### config.mk
export PLATFORM = sky130hd
export DESIGN_NAME = counter_sequencer
export DESIGN_NICKNAME = d
export VERILOG_FILES = /design/src/rtl/counter_seq_pkg.sv /design/src/rtl/counter_sequencer_tick_gen.sv /design/src/rtl/counter_sequencer.sv
export SDC_FILE = /design/constraint.sdc
export NUM_CORES = 1
export LEC_CHECK = 0
export CAP_MARGIN = 20
export CORE_MARGIN = 5
export CORE_UTILIZATION = 33
export DETAILED_ROUTE_END_ITERATION = 8
export GPL_ROUTABILITY_DRIVEN = 0
export SLEW_MARGIN = 40
export SYNTH_ARGS = -nofsm -noshare
export SYNTH_HDL_FRONTEND = slang
export SYNTH_SLANG_ARGS = --single-unit
### constraint.sdc
create_clock -name clk -period 3.11 [get_ports clk]
set_clock_uncertainty 0.05 [all_clocks]
set_input_delay 0.622 -clock clk [delete_from_list [all_inputs] [get_ports clk]]
set_output_delay 0.622 -clock clk [all_outputs]
set_load 0.1 [all_outputs]
### src/rtl/counter_seq_pkg.sv
// Shared constants for counter_sequencer: FSM state encoding and run-mode values.
package counter_seq_pkg;

  localparam logic [1:0] S_IDLE  = 2'd0;
  localparam logic [1:0] S_RUN   = 2'd1;
  localparam logic [1:0] S_PAUSE = 2'd2;
  localparam logic [1:0] S_DONE  = 2'd3;

  localparam logic MODE_ONESHOT = 1'b0;
  localparam logic MODE_RELOAD  = 1'b1;

endpackage

### src/rtl/counter_sequencer_tick_gen.sv
// Prescaler for counter_sequencer: one-clock tick every PRESCALE enabled clocks.
module tick_gen #(
  parameter int PRESCALE = 4
) (
  input  logic clk,
  input  logic rst,
  input  logic clr,
  input  logic en,
  output logic tick
);

  localparam int CW = $clog2(PRESCALE);

  logic [CW-1:0] cnt;

  // The tick lands on the last clock of each PRESCALE-clock window.
  assign tick = en && (cnt == CW'(PRESCALE - 1));

  always_ff @(posedge clk or posedge rst) begin
    if (rst) begin
      cnt <= '0;
    end else if (clr) begin
      cnt <= '0;
    end else if (en) begin
      cnt <= tick ? '0 : cnt + 1'b1;
    end
  end

endmodule

### src/rtl/counter_sequencer.sv
// Loadable down-counter sequencer: one-shot/auto-reload, pause/resume, abort, tc pulse.
// Define COUNTER_SEQUENCER_PRESCALE_EN to count once every PRESCALE clocks.
module counter_sequencer
  import counter_seq_pkg::*;
#(
  parameter int WIDTH    = 8,
  parameter int PRESCALE = 4
) (
  input  logic             clk,
  input  logic             clear,
  input  logic             start,
  input  logic             pause,
  input  logic             abort,
  input  logic             mode,
  input  logic [WIDTH-1:0] load_val,
  output logic [WIDTH-1:0] count,
  output logic             tc,
  output logic             busy,
  output logic             done
);

  logic [1:0]       state;
  logic [WIDTH-1:0] reload_reg;
  logic             mode_reg;
  logic             tick;
  logic             terminal;

`ifdef COUNTER_SEQUENCER_PRESCALE_EN
  logic presc_clr;

  // Any load, resume or abort restarts the prescaler window.
  assign presc_clr = abort || (start && (state != S_RUN));

  tick_gen #(
    .PRESCALE(PRESCALE)
  ) u_tick_gen (
    .clk  (clk),
    .rst  (clear),
    .clr  (presc_clr),
    .en   (state == S_RUN),
    .tick (tick)
  );
`else
  logic unused_prescale;
  assign unused_prescale = ^PRESCALE;
  assign tick = 1'b1;
`endif

  assign terminal = tick && (count == WIDTH'(1));
  assign busy     = (state == S_RUN) || (state == S_PAUSE);
  assign done     = (state == S_DONE);

  always_ff @(posedge clk or posedge clear) begin
    if (clear) begin
      state      <= S_IDLE;
      count      <= '0;
      tc         <= 1'b0;
      reload_reg <= '0;
      mode_reg   <= MODE_ONESHOT;
    end else begin
      tc <= 1'b0;
      if (abort) begin
        state <= S_IDLE;
        count <= '0;
      end else begin
        case (state)
          S_IDLE, S_DONE: begin
            if (start && (load_val != '0)) begin
              reload_reg <= load_val;
              mode_reg   <= mode;
              count      <= load_val;
              state      <= S_RUN;
            end
          end
          S_RUN: begin
            // start outranks pause; a one-shot terminal tick below overrides PAUSE with DONE.
            if (!start && pause) begin
              state <= S_PAUSE;
            end
            if (terminal) begin
              tc <= 1'b1;
              if (mode_reg == MODE_RELOAD) begin
                count <= reload_reg;
              end else begin
                count <= '0;
                state <= S_DONE;
              end
            end else if (tick) begin
              count <= count - 1'b1;
            end
          end
          S_PAUSE: begin
            if (start) begin
              state <= S_RUN;
            end
          end
          default: begin
            state <= S_IDLE;
            count <= '0;
          end
        endcase
      end
    end
  end

endmodule

* Word level (Yosys, flattened, before mapping)
Index checks and enable logic that the tools add are counted.
** Cells by class
- Muxes and demuxes :: 15
- Bitwise logic cells :: 1
- Reductions and logical operators :: 11
- Equal/unequal tests :: 6
- $add $sub $neg :: 1
** Operators with widths (number)
- 8-bit 2-to-1 mux :: 4
- 8-bit one-hot mux with 2 select lines :: 1
- 2-bit 2-to-1 mux :: 6
- 8-bit by 1-bit equality test with 1-bit output (second input constant) :: 1
- 8-bit nonzero test :: 1
- 8-bit by 1-bit subtractor with 8-bit output (second input constant) :: 1
- 3-bit != test (second input constant) :: 2
- 2-bit one-hot mux with 3 select lines :: 1
- 2-bit equality test (second input constant) :: 2
- 2-bit AND reduction :: 2
- 1-bit 2-to-1 mux :: 3
- 3-bit AND reduction :: 1
- 3-bit nonzero test :: 1
- 2-bit by 1-bit equality test with 1-bit output (second input constant) :: 1
- 1-bit logical AND :: 2
- 2-bit zero test :: 1
- 2-bit OR reduction :: 1
- 1-bit zero test :: 1
- 1-bit logical OR :: 1
- 1-bit inverter :: 1
** Word-level totals
- Word-level logic and storage cells :: 39
- Bits in registers :: 20
- Input port bits :: 14

* Longest topological paths before layout
Gate-level depths: netlist of run 1.
- Depth after elaboration :: 7
- Gate-level depth with buffers :: 8
- Depth with buffers taken out :: 6

* Worst setup path after synthesis of run 1
No wires, ideal clock.
- Path kind :: register to register
- Start :: reg count[1]
- End :: reg count[7]
- Data arrival time :: 2.307 ns
- Stages on the path, launching flop included :: 7
- Slack :: 0.660 ns
- Buffers on the path :: 0
- Library setup time :: 0.094 ns
- Cells stage by stage :: dfrtp_1 > inv_1 > ha_1 > nor3b_2 > a22o_1 > a221o_1 > a221oi_2
** Between the ends
- Word-level cells in the longest chain between the ends :: 4
** Ends and longest elaborated chain
- start: declaration :: RTL line counter_sequencer.sv:16 : output logic [WIDTH-1:0] count,
- start signal: assignment :: RTL line counter_sequencer.sv:71 : count <= load_val;
- start signal: assignment :: RTL line counter_sequencer.sv:83 : count <= reload_reg;
- start signal: assignment :: RTL line counter_sequencer.sv:89 : count <= count - 1'b1;
- 8-bit by 1-bit subtractor with 8-bit output or 8-bit by 1-bit equality test with 1-bit output (tied branches) :: RTL line counter_sequencer.sv:89, counter_sequencer.sv:49
- 8-bit 2-to-1 mux * :: RTL line counter_sequencer.sv:80 : if (terminal) begin
- 8-bit one-hot mux with 2 select lines * :: RTL line counter_sequencer.sv:66 : case (state)
- 8-bit 2-to-1 mux * :: RTL line counter_sequencer.sv:62 : if (abort) begin
Every way passes the cells marked *; elsewhere a longest branch is shown, timed or not.
A chain may end at the register's enable or synchronous reset.

* Worst setup path after layout of run 1
- Start :: in load_val[0]
- End :: reg count[3]
** Between the ends
- Word-level cells in the longest chain between the ends :: 4
** Ends and longest elaborated chain
- start: declaration :: RTL line counter_sequencer.sv:15 : input logic [WIDTH-1:0] load_val,
- 8-bit nonzero test :: RTL line counter_sequencer.sv:68 : if (start && (load_val != '0)) begin
- 1-bit logical AND :: RTL line counter_sequencer.sv:68
- 3-bit != test (no source line)
- 2-bit AND reduction (no source line)
Every way passes these cells.

==> run metrics, run 1 <==
status complete, no violations; largest family of logic cells by synthesized area compound AO/OA/AOI/OAI gates; Hold Fails Final Rpt 0; met1 usage ~17%; row cnt 23; Post-Place Cells ~200; TritonCTS clock tree built; WL per Instance approximately 17 µm; DRC violations left 0; synth-to-layout area growth 17.87%; top-area cell type share of the netlist area a little over a third; I/O Buffers 24; GR met2 Demand/Resource 20.88%; commonest non-fill, non-tap cell in the layout dfrtp_1; post-route setup TNS 0 ps; EDFF count, synth 0; Post-CTS Repair Setup Buffers 0; Starting Density 34.07%; first-pass GRT wire length 5.533 mm; IO Pins 25; vias per inst 5.725; unrepaired setup endpoints after global routing no; Synth Area in XOR/XNOR between 1.5 and 2%; utilization after layout between 40% and 50%; register area share after synthesis a little over a third; Cell Area, Synth about 1400 µm²; Seq cells post-synth 20; Yosys top cell by area dfrtp_1; GRT Util Overall between 10% and 20%; Initial DRT Pass Iterations 4; period utilisation layout around 75%; adder-cell share of the synthesized area roughly 4.6%; fill count approximately 400; HP Class reg2reg; post-CTS resize count 0; via count 1,145; CP Cell Sequence clkdlybuf4s50_1 -> nor4_1 -> a21o_1 -> and2_2 -> o41ai_1; core area between 4000 and 5000 µm²; mux cell area share after synthesis between 7 and 8%; ant diodes 0; fmax ~0.43 GHz; Async S/R FF share, synth 100.0%; Non-Filler Instances 200; fin. max-slew vios 0; clock buffer count from CTS 3; largest net degree at the start of global routing 21; hold_buf cts 0; Post-Syn Instances between 100 and 150; total wire length 3.326 mm; final net count around 170; DPL Wire Length roughly 2.5 mm; crit-path max cell delay about 550 ps; Simple-Gate Fraction of Synth Area 19.96%; static leakage about 0.68 nW; H-tree levels 1; die area about 5500 µm²; total gr overflow 0; Buf+Inv Stages, Crit Path 1; Synth Area in Compound Gates approximately a fifth; Die W around 74 µm; routing usage on met3 between 1.5 and 2%; Clock Latency Late Sink 260 ps; initial antenna violation count 0; delay-heaviest family, CP simple AND/OR/NAND/NOR gates; clk root buf clkbuf_8; Max-Cap Viols 0; Peak supply drop between 0.2 and 0.25 mV; post-synthesis cell type count between 40 and 50; clock sink count 20; worst path required time 3200 ps; layout cells sized above 1 between 20% and 30%; Pwr Density between 700 and 800 nW/µm²; ys flop type dfrtp_1; die height 74.49 µm; crit path max-delay cell type nor4_1; Max clock buf depth 2; commonest cells after routing, fill and taps aside dfrtp_1 (20), clkdlybuf4s50_1 (13), buf_4 (13), nor2_1 (11), mux2_2 (9); Critical Path AT 2410 ps; Top Usage Layer GRT met2; Setup-failing EPs final 0; Syn Area/Cell ~11 µm²; crit path time final approximately 2300 ps; YS warnings 0; critical path class in2reg; CP Capture Type register; Slew @ Worst Pin roughly 750 ps; Crit Path Max Fanout 9; Slew headroom roughly half; vias in the first global route ~1,100; Worst-path clk slew ~70 ps; main area contributors after synthesis dfrtp_1 (36%), mux2_2 (7.4%), ha_1 (4.6%); Antenna Nets Post-Route 0; DRT iter0 DRCs 42; Post-Syn Nets about 150; crit path launch type input port
[Yosys cell counts, drive strengths merged (2+ instances only)]
library cell,n
dfrtp,20
nor2,12
mux2,9
inv,8
a21oi,6
nand3,6
o41ai,6
ha,5
nand4,5
buf,4
nor3,4
nor4,4
clkbuf,3
xnor2,3
a21o,2
a22o,2
a311oi,2
and3,2
nand2,2
nor2b,2
nor3b,2
o211a,2
o21ai,2
o311a,2
[final timing paths]
| kind | startpoint | end | slack (ps) | cells after the start |
|---|---|---|---|---|
| setup / recovery | load_val[0] | count[3] | 790 | 5 |
| hold / removal | reload_reg[4] | reload_reg[4] | 460 | 1 |
| setup reg to reg | state[1] | count[3] | 960 | 5 |
| hold reg to reg | reload_reg[4] | reload_reg[4] | 460 | 1 |
| max in group asynchronous | clear | reload_reg[5] | 1980 | 2 |
| min in group asynchronous | clear | reload_reg[1] | 660 | 2 |
[through the flow]
step	total power [mW]	instance area, µm²	hold WS, ps	worst slack (ps)
final	1.149	1618	464.9	785.2
after global routing	1.208	1618	480.1	636.8
after CTS	1.153	1618	470.8	805.7
after detailed placement	0.9794	1577	451.9	534.8
after global placement	0.9713	1577	441.8	592.0
after floorplan	0.8737	1373	430.4	659.6
[routing by layer]
metal | share of wire (%) | routed length (µm) | vias up
met5 | 0 | 0 | -
met4 | 2.7 | 90 | 0
met3 | 5.8 | 193 | 7
met2 | 50 | 1667 | 43
met1 | 41 | 1375 | 560
li1 | - | - | 535
[cell families after synthesis]
family                   Yosys count
XOR/XNOR                           3
multiplexers                       9
AND/OR/NAND/NOR                   43
flip-flops                        20
adder cells (fa/ha/maj)            5
AO/OA/AOI/OAI                     33
buffers and inverters             15
[layout make-up]
type                    instances  area [µm²]  area share, %
multi-input cells              93       755.7          46.71
clock buffers                   3       41.29          2.552
inverters                       8       30.03          1.856
repair buffers                 26       227.7          14.08
well taps                      50       62.56          3.867
flip-flops and latches         20       500.5          30.94
[power by group]
group | internal, mW | total (mW) | switching (mW)
sequential | 0.320 | 0.407 | 0.0868
combinational | 0.195 | 0.569 | 0.375
clock | 0.0864 | 0.172 | 0.0859
Power figures use the tool's default switching activity.
==> run 2: changes to the inputs <==
Clock period 3.11 ns to 2.2 ns, I/O delays scaled along.
==> run 2 against run 1 <==
Net effect:
- sequential power rose by 43%
- combinational power rose by 55%
- global-route usage is 0.97 points higher
- worst hold slack worse by 3.9 ps
- first-iteration DRC count increased by 76%
- clock-buffer cell count up 1
- final cell count increased by 3.5%
- die area unchanged
- worst setup slack worse by 590 ps
- critical path type is now reg2reg
==> run metrics, run 2 (synthesized netlist as in run 1, its figures left out) <==
instance count on the critical path 4 (-1); static leakage 0.7235 nW (+6.4%); fmax 0.4992 GHz; crit-path max cell delay 440 ps (-110 ps); CP Launch Point state[1]; DP Area 1688 µm² (+7.1%); period utilisation layout between 90% and 100%; Peak supply drop 0.2980 mV (+28%); clock buffer count from CTS 3 (unchanged); crit path max-delay cell type a21oi_2; Die W 74.49 µm (unchanged); Pwr Total 1.747 mW (+52%); total wire length 3.507 mm (+5.4%); fill count 407 (-0.73%); Max-Cap Viols 0 (unchanged); layout cells sized above 1 34.39% (+7.1 points); crit path launch type register; CP Capture Type register; Worst-path clk slew 80 ps (about the same); GRT Util Overall 13.81% (+0.97 points); post-route setup TNS 0 ps (unchanged); TritonCTS clock tree built; Slew headroom 60.95% (+11 points); clock sink count 20 (unchanged); Initial DRT Pass Iterations 4 (unchanged); initial antenna violation count 0 (unchanged); DPL Wire Length 2.695 mm (+7.1%); Hold Fails Final Rpt 0 (unchanged); CP Cell Sequence ha_1 -> nand3b_1 -> a21oi_2 -> mux2_2; core area 4029 µm² (unchanged); commonest cells after routing, fill and taps aside dfrtp_1 (16), buf_4 (15), clkdlybuf4s50_1 (13), nor2_1 (11), mux2_2 (9); crit path time final 2003 ps; Critical R2R Launch state[1]; Post-Place Cells 203 (+3.0%); vias in the first global route 1,171 (+4.0%); vias per inst 5.580 (-2.5%); first-pass GRT wire length 5.809 mm (+5.0%); clk root buf clkbuf_8; Antenna Nets Post-Route 0 (unchanged); Buf+Inv Stages, Crit Path 0 (-1); largest net degree at the start of global routing 21 (unchanged); die area 5549 µm² (unchanged); worst hold margin 461.0 ps (-3.855 ps); Crit Path Max Fanout 9 (unchanged); Max clock buf depth 2 (unchanged); flop2flop setup slack 200 ps (-760 ps); final instance area 1755 µm² (+8.5%); utilization after layout 43.57% (+3.4 points); Worst Reg-to-Reg Cells 4 (-1); Pwr Density 995.3 nW/µm² (+40%); Place WS -101.3 ps (-636.1 ps); Post-CTS Repair Setup Buffers 0 (unchanged); Slew @ Worst Pin 581.4 ps (-167.8 ps); Non-Filler Instances 207 (+3.5%); final net count 177 (+3.5%); Clock Latency Late Sink 260 ps (about the same); setup ws final 196.7 ps (-588.5 ps); ant diodes 0 (unchanged); DRT iter0 DRCs 74 (+76%); row cnt 23 (unchanged); R2R Path End reload_reg[6]; Setup-failing EPs final 0 (unchanged); worst path required time 2300 ps (-900 ps); total gr overflow 0 (unchanged); HP Class in2async; status complete, no violations; fin. max-slew vios 0 (unchanged); WL per Instance 16.94 µm (+1.9%); DRC violations left 0 (unchanged); CP endpoint reload_reg[6]; via count 1,155 (+0.87%); critical path class reg2reg; die height 74.49 µm (unchanged); I/O Buffers 24 (unchanged); IO Pins 25 (unchanged); Critical Path AT 2100 ps (-310 ps); unrepaired setup endpoints after global routing no; Starting Density 34.07% (unchanged); delay-heaviest family, CP compound AO/OA/AOI/OAI gates; commonest non-fill, non-tap cell in the layout dfrtp_1; H-tree levels 1 (unchanged); synth-to-layout area growth 27.89%
==> run 2: cell types whose count changed in the layout (fill, tap and decap cells not counted), sizes merged <==
cell,before,now
buf,13,19
clkbuf,3,4
clkinvlp,0,1
clkinv,1,0
==> run 2: how the worst min path moves through the flow <==
| stage | from | slack (ps) | endpoint |
|---|---|---|---|
| after global routing | reload_reg[5] | 470 | reload_reg[5] |
| after floorplan | clear | 350 | count[2] |
| final | clear | 460 | reload_reg[0] |
| after detailed placement | reload_reg[5] | 450 | reload_reg[5] |
| after global placement | reload_reg[7] | 440 | reload_reg[7] |
| after CTS | reload_reg[5] | 460 | reload_reg[5] |
==> run 2: final cells by class <==
type	instances	area (µm²)	share of cell area, %
sequential	20	505.5	28.80
multi-input combinational	93	775.7	44.19
timing repair buffer	32	322.8	18.39
clock buffer	4	55.05	3.136
inverter	8	33.78	1.924
tap	50	62.56	3.564
==> run 2: what timing repair did <==
action                     in CTS  in global routing
hold buffers                    0                  0
setup endpoints to repair       0                  8
resized for setup               0                  2
==> run 2: worst min-delay path: stages <==
cell             delay, ps
clkdlybuf4s50_1        400
inv_1                   50
buf_4                  270
==> run 2: power by group <==
group	switching, mW	total, mW	internal [mW]
logic	0.550	0.880	0.330
clock network	0.127	0.286	0.159
registers	0.125	0.581	0.456
total	0.802	1.75	0.945
==> run 2: routing by layer <==
metal	vias to the layer above	part of all wire [%]	wire length [µm]	GRT usage, %
met1	576	41	1446	17.58
met4	0	0.88	31	4.348
met3	4	4.7	165	2.973
li1	548	-	-	-
met5	-	0	0	0
met2	27	53	1864	23.32
